File: src/rtl/oka8_pkg.sv
// Shared types and helpers for the oka8 dot-product accumulator.
package oka8_pkg;

  // Vector-tracking state: idle means the next advancing beat starts a new vector.
  typedef enum logic {
    ST_IDLE  = 1'b0,
    ST_ACCUM = 1'b1
  } state_e;

  // Operand width of the truncated multiplier.
  localparam int OPW = 8;

  // Saturating increment for a counter of width w (w <= 32).
  function automatic logic [31:0] sat_inc(input logic [31:0] v, input int w);
    logic [31:0] max_v;
    max_v = (w >= 32) ? 32'hFFFF_FFFF : ((32'd1 << w) - 32'd1);
    return (v >= max_v) ? max_v : (v + 32'd1);
  endfunction

endpackage

File: src/rtl/oka8_mul_lo.sv
// Combinational 8x8 multiplier keeping only the low byte: y = (a*b) mod 256.
// The gate-level multiplier netlist drops in for this module in synthesis.
module oka8_mul_lo
  import oka8_pkg::*;
(
  input  logic [OPW-1:0] a,
  input  logic [OPW-1:0] b,
  output logic [OPW-1:0] y
);

  // Self-determined 8-bit product truncates to the low half.
  assign y = a * b;

endmodule

File: src/rtl/oka8_dot_accum.sv
// Dot-product accumulator around the truncated multiplier.
// Handshakes: a transfer happens on a rising edge where valid && ready are
// both high; the sender holds its data stable while valid && !ready, and a
// receiver may drop ready at any time. in_ready is combinational from
// out_ready and clr; every other output comes straight from a flop.
module oka8_dot_accum
  import oka8_pkg::*;
#(
  parameter int ACC_W = 16,
  parameter int CNT_W = 8
) (
  input  logic             clk,
  input  logic             rst_n,
  input  logic             clr,
  input  logic             in_valid,
  output logic             in_ready,
  input  logic [OPW-1:0]   in_a,
  input  logic [OPW-1:0]   in_b,
  input  logic             in_last,
  output logic             out_valid,
  input  logic             out_ready,
  output logic [ACC_W-1:0] out_data,
  output logic [CNT_W-1:0] out_count,
  output logic             out_ovf
);

  state_e             state_q, state_d;
  logic [ACC_W-1:0]   acc_q, acc_d;
  logic [CNT_W-1:0]   cnt_q, cnt_d;
  logic               ovf_q, ovf_d;
  logic [OPW-1:0]     s1_a_q, s1_a_d, s1_b_q, s1_b_d;
  logic               s1_last_q, s1_last_d, s1_valid_q, s1_valid_d;
  logic               out_valid_q, out_valid_d;
  logic [ACC_W-1:0]   out_data_q, out_data_d;
  logic [CNT_W-1:0]   out_count_q, out_count_d;
  logic               out_ovf_q, out_ovf_d;

  logic [OPW-1:0]     mul_y;
  logic               s1_adv, accept, carry;
  logic [ACC_W-1:0]   acc_base;
  logic [CNT_W-1:0]   cnt_base, cnt_inc;
  logic [ACC_W:0]     prod, sum;

  oka8_mul_lo u_mul (
    .a (s1_a_q),
    .b (s1_b_q),
    .y (mul_y)
  );

  // Stage advance, input handshake and the accumulate datapath.
  always_comb begin
    // A last beat waits only while the output register is full and not being drained.
    s1_adv   = s1_valid_q && !clr && !(s1_last_q && out_valid_q && !out_ready);
    in_ready = !clr && (!s1_valid_q || s1_adv);
    accept   = in_valid && in_ready;
    acc_base = (state_q == ST_IDLE) ? '0 : acc_q;
    cnt_base = (state_q == ST_IDLE) ? '0 : cnt_q;
    cnt_inc  = CNT_W'(sat_inc(32'(cnt_base), CNT_W));
    prod     = (ACC_W+1)'(mul_y);
    sum      = {1'b0, acc_base} + prod;
    carry    = sum[ACC_W];
  end

  // FSM next state: a last beat or clr closes the vector, any other beat opens it.
  always_comb begin
    state_d = state_q;
    if (clr) begin
      state_d = ST_IDLE;
    end else if (s1_adv) begin
      state_d = s1_last_q ? ST_IDLE : ST_ACCUM;
    end
  end

  // FSM outputs: next values for S1, the running sums and the output register.
  always_comb begin
    s1_a_d      = s1_a_q;
    s1_b_d      = s1_b_q;
    s1_last_d   = s1_last_q;
    s1_valid_d  = s1_valid_q;
    acc_d       = acc_q;
    cnt_d       = cnt_q;
    ovf_d       = ovf_q;
    out_valid_d = out_valid_q;
    out_data_d  = out_data_q;
    out_count_d = out_count_q;
    out_ovf_d   = out_ovf_q;

    if (clr) begin
      s1_valid_d = 1'b0;
    end else if (accept) begin
      s1_a_d     = in_a;
      s1_b_d     = in_b;
      s1_last_d  = in_last;
      s1_valid_d = 1'b1;
    end else if (s1_adv) begin
      s1_valid_d = 1'b0;
    end

    if (clr) begin
      acc_d = '0;
      cnt_d = '0;
      ovf_d = 1'b0;
    end else if (s1_adv && !s1_last_q) begin
      acc_d = sum[ACC_W-1:0];
      cnt_d = cnt_inc;
      ovf_d = ovf_q | carry;
    end else if (s1_adv && s1_last_q) begin
      acc_d = '0;
      cnt_d = '0;
      ovf_d = 1'b0;
    end

    // A loading result wins over a drain in the same cycle.
    if (s1_adv && s1_last_q) begin
      out_valid_d = 1'b1;
      out_data_d  = sum[ACC_W-1:0];
      out_count_d = cnt_inc;
      out_ovf_d   = ovf_q | carry;
    end else if (out_ready) begin
      out_valid_d = 1'b0;
    end
  end

  // FSM state register.
  always_ff @(posedge clk or negedge rst_n) begin
    if (!rst_n) state_q <= ST_IDLE;
    else        state_q <= state_d;
  end

  // Datapath registers: S1 operands, running sums and the held result.
  always_ff @(posedge clk or negedge rst_n) begin
    if (!rst_n) begin
      s1_a_q      <= '0;
      s1_b_q      <= '0;
      s1_last_q   <= 1'b0;
      s1_valid_q  <= 1'b0;
      acc_q       <= '0;
      cnt_q       <= '0;
      ovf_q       <= 1'b0;
      out_valid_q <= 1'b0;
      out_data_q  <= '0;
      out_count_q <= '0;
      out_ovf_q   <= 1'b0;
    end else begin
      s1_a_q      <= s1_a_d;
      s1_b_q      <= s1_b_d;
      s1_last_q   <= s1_last_d;
      s1_valid_q  <= s1_valid_d;
      acc_q       <= acc_d;
      cnt_q       <= cnt_d;
      ovf_q       <= ovf_d;
      out_valid_q <= out_valid_d;
      out_data_q  <= out_data_d;
      out_count_q <= out_count_d;
      out_ovf_q   <= out_ovf_d;
    end
  end

  assign out_valid = out_valid_q;
  assign out_data  = out_data_q;
  assign out_count = out_count_q;
  assign out_ovf   = out_ovf_q;

endmodule

File: config.mk
export PLATFORM = sky130hd
export DESIGN_NAME = oka8_dot_accum
export DESIGN_NICKNAME = d
export VERILOG_FILES = /design/src/rtl/oka8_pkg.sv /design/src/rtl/oka8_mul_lo.sv /design/src/rtl/oka8_dot_accum.sv
export SDC_FILE = /design/constraint.sdc
export NUM_CORES = 1
export LEC_CHECK = 0
export CORE_MARGIN = 2
export CORE_UTILIZATION = 35
export DETAILED_ROUTE_END_ITERATION = 7
export PLACE_DENSITY_LB_ADDON = 0.12
export SYNTH_ARGS = -nofsm -noshare
export SYNTH_HDL_FRONTEND = slang
export SYNTH_HIERARCHICAL = 1
export SYNTH_SLANG_ARGS = --single-unit
export TNS_END_PERCENT = 1
File: constraint.sdc
create_clock -name clk -period 8.75 [get_ports clk]
set_input_delay 0.875 -clock clk [delete_from_list [all_inputs] [get_ports clk]]
set_output_delay 0.875 -clock clk [all_outputs]
set_load 0.05 [all_outputs]
==> metrics.txt <==
status finished, final reports clean; number of maximum-capacitance violations 0; number of remaining DRC errors 0; maximum frequency from static timing analysis between 0.15 and 0.2 GHz; clock sink total 70; number of placed instances, taps included approximately 650; worst r2r path cells 18; net switching power 0.559 mW; maximum fanout count along the critical path 8; clock tree from TritonCTS built; total number of nets in the final design 549; maximum root-to-sink buffer count 2; first-pass GRT wire length 16,800 um; cell row count 40; Setup crit end kind register; arrival time at the worst endpoint 5540 ps; Warnings, synthesis 6; relative max-transition margin 32.6%; share of flip-flops with an asynchronous set or reset 100%; effective utilization at floorplan 36.0%; Worst Path Class, Setup reg2reg; Avg Vias per Cell 4.86; part of the power in combinational logic a little under half; Floorplan Core Area 12,100 um^2; largest cells by area after synthesis sky130_fd_sc_hd__dfrtp_1 40%, sky130_fd_sc_hd__nand2_1 7.8%, sky130_fd_sc_hd__ha_1 7.2%; vias in the first global route 3,379; cell leakage power 2.41 nW; Critical Path Start Type register; hold depth 2; count of cells resized by post-cts repair 0; hold violation count in the final report 0; RSZ-0062 raised after global routing false; count of final max-slew check failures 0; count of different cell masters after synthesis 45; fraction of final layout cells with drive strength greater than 1 about 11%; final cell count without fillers 662; Synth area leader sky130_fd_sc_hd__dfrtp_1; final-layout worst hold slack 462 ps; overall die width about 120 um; clk_lat worst skew 340 ps; most frequent cells after synthesis 90 x sky130_fd_sc_hd__nand2_1, 70 x sky130_fd_sc_hd__dfrtp_1, 26 x sky130_fd_sc_hd__and2_1; most instantiated library cell after synthesis sky130_fd_sc_hd__nand2_1; postcts setup bufs 0; final core utilization 43.6%; first-pass iteration count of the detailed router 4; final-layout setup total negative slack 0 ps; IO Count 49; routed length per instance 14.8 um; synthesized flop and latch total 70; post-layout power around 1.4 mW; Chip Height 115 um; area added between synthesis and finish 21.3%; worst ir drop on vdd 0.000114 V; area of the mapped netlist roughly 4300 um^2; Reg clk slew, reported paths 60 ps; fraction of power consumed by the clock network 25.1%; data required time of the critical path roughly 9000 ps; part of the power in registers between 20% and 30%; Post-synth EDFFs 0; switching power share of the total 39.1%; count of vias placed by the detailed router ~3,200; average footprint of a synthesized cell between 9 and 10 um^2; gate count after technology mapping 440; post-route minimum period around 5300 ps; pwr/cell area 272 nW/um^2; number of endpoints failing setup at the final stage 0; number of diodes 0; Antenna Nets Post-Route 0; hold buffers post-CTS 0; Tightest Pin Transition 1010 ps; Period Utilization, post-route 60.7%; most used flip-flop cell after synthesis sky130_fd_sc_hd__dfrtp_1; DIE AREA 13,300 um^2; input/output buffers 48; type of the worst min-delay path reg2reg; placer's final routability congestion estimate 0.818; half-perimeter wire length after placement 6980 um; total CTS buffers 9; WL final 9780 um; clk_skew 6.76 ps; H-tree lvl count 3; design internal power 0.871 mW; buffer type at the clock tree root sky130_fd_sc_hd__clkbuf_16; number of DRC violations after detailed-routing iteration 0 102; sequential element share of the synthesized area about 40%; initial antenna violation count 0; gr usage total 16.5%; post-synth top area share 40.4%; largest net degree at the start of global routing 71; Mapped Nets 500; GRT overflow 0
-- path summary, 6_finish.rpt --
kind	endpoint	from	slack [ps]
setup / recovery	acc_q[12]	s1_a_q[1]	3440
hold / removal	out_count[5]	out_count[5]	460
setup reg to reg	acc_q[12]	s1_a_q[1]	3440
hold reg to reg	out_count[5]	out_count[5]	460
max in group asynchronous	acc_q[14]	rst_n	7420
min in group asynchronous	s1_b_q[3]	rst_n	750
-- critical path, stage by stage (launching register included) --
cell,delay (ps)
sky130_fd_sc_hd__dfrtp_1,450
sky130_fd_sc_hd__and2_1,200
sky130_fd_sc_hd__fa_1,450
sky130_fd_sc_hd__inv_1,110
sky130_fd_sc_hd__fa_1,410
sky130_fd_sc_hd__fa_1,470
sky130_fd_sc_hd__fa_1,540
sky130_fd_sc_hd__inv_1,40
sky130_fd_sc_hd__ha_1,310
sky130_fd_sc_hd__a21oi_1,170
sky130_fd_sc_hd__xnor3_1,220
sky130_fd_sc_hd__xnor3_1,370
sky130_fd_sc_hd__ha_1,390
sky130_fd_sc_hd__a21o_1,160
sky130_fd_sc_hd__a21oi_1,60
sky130_fd_sc_hd__a31oi_4,230
sky130_fd_sc_hd__and3_1,320
sky130_fd_sc_hd__o21ai_1,90
sky130_fd_sc_hd__a32o_1,210
-- area by class of cell --
type | instances | area, um^2
clock buffer | 11 | 233
fill | 1172 | 6800
clock inverter | 5 | 50.0
tap | 168 | 210
timing repair buffer | 53 | 513
inverter | 20 | 75.1
multi-input combinational | 335 | 2430
sequential | 70 | 1750
-- per-layer routing --
layer / track usage (%) / share of wire [%]
met1: 21.5 / 47
met2: 26.1 / 47
met3: 4.59 / 3.4
met4: 6.27 / 2.3
met5: 0 / 0
-- power groups by stage --
stage	Clock (mW)	Sequential, mW	Combinational (mW)
after floorplan	0	0.469	0.458
after global placement	0	0.402	0.679
after detailed placement	0	0.403	0.684
after CTS	0.371	0.397	0.686
after global routing	0.387	0.403	0.769
final	0.359	0.396	0.675
-- flip-flops by register name (all words and copies together), names as in the netlist --
| signal | cells |
|---|---|
| s1_valid_q | 1 |
| state_q | 1 |
| acc_q | 16 |
| ovf_q | 1 |
| out_count | 8 |
| out_data | 16 |
| cnt_q | 8 |
| s1_a_q | 8 |
| out_valid | 1 |
| s1_b_q | 8 |
| out_ovf | 1 |
| s1_last_q | 1 |
-- stage by stage --
step | setup WS (ps) | area (um^2)
after floorplan | 3750 | 4340
after global placement | 3560 | 4980
after detailed placement | 3440 | 4980
after CTS | 3420 | 5260
after global routing | 3140 | 5260
final | 3440 | 5260
-- layout by cell type, fill, tap and decap left out, drive strengths merged, types with 6 or more instances in the layout --
master | synthesis | final
a31oi | 6 | 6
a22o | 11 | 11
xnor2 | 18 | 18
a21oi | 17 | 17
fa | 13 | 13
xor2 | 12 | 12
nand2 | 93 | 93
nor2 | 13 | 13
clkbuf | 8 | 11
inv | 20 | 20
o21ai | 35 | 35
ha | 25 | 25
nand3 | 7 | 7
a21o | 7 | 7
and2 | 29 | 29
buf | 7 | 6
mux2 | 18 | 18
dfrtp | 70 | 70
clkdlybuf4s50 | 0 | 47
-- cell families after synthesis --
kind of cell,Yosys count,synth area share (%)
xor+xnor,32,7.27
mux,18,4.67
fa+ha+maj,38,13.2
compound gates,87,13.1
flops,70,40.4
simple gates,160,17.7
buf+inv,35,3.72
(Power assumes the default switching activity.)
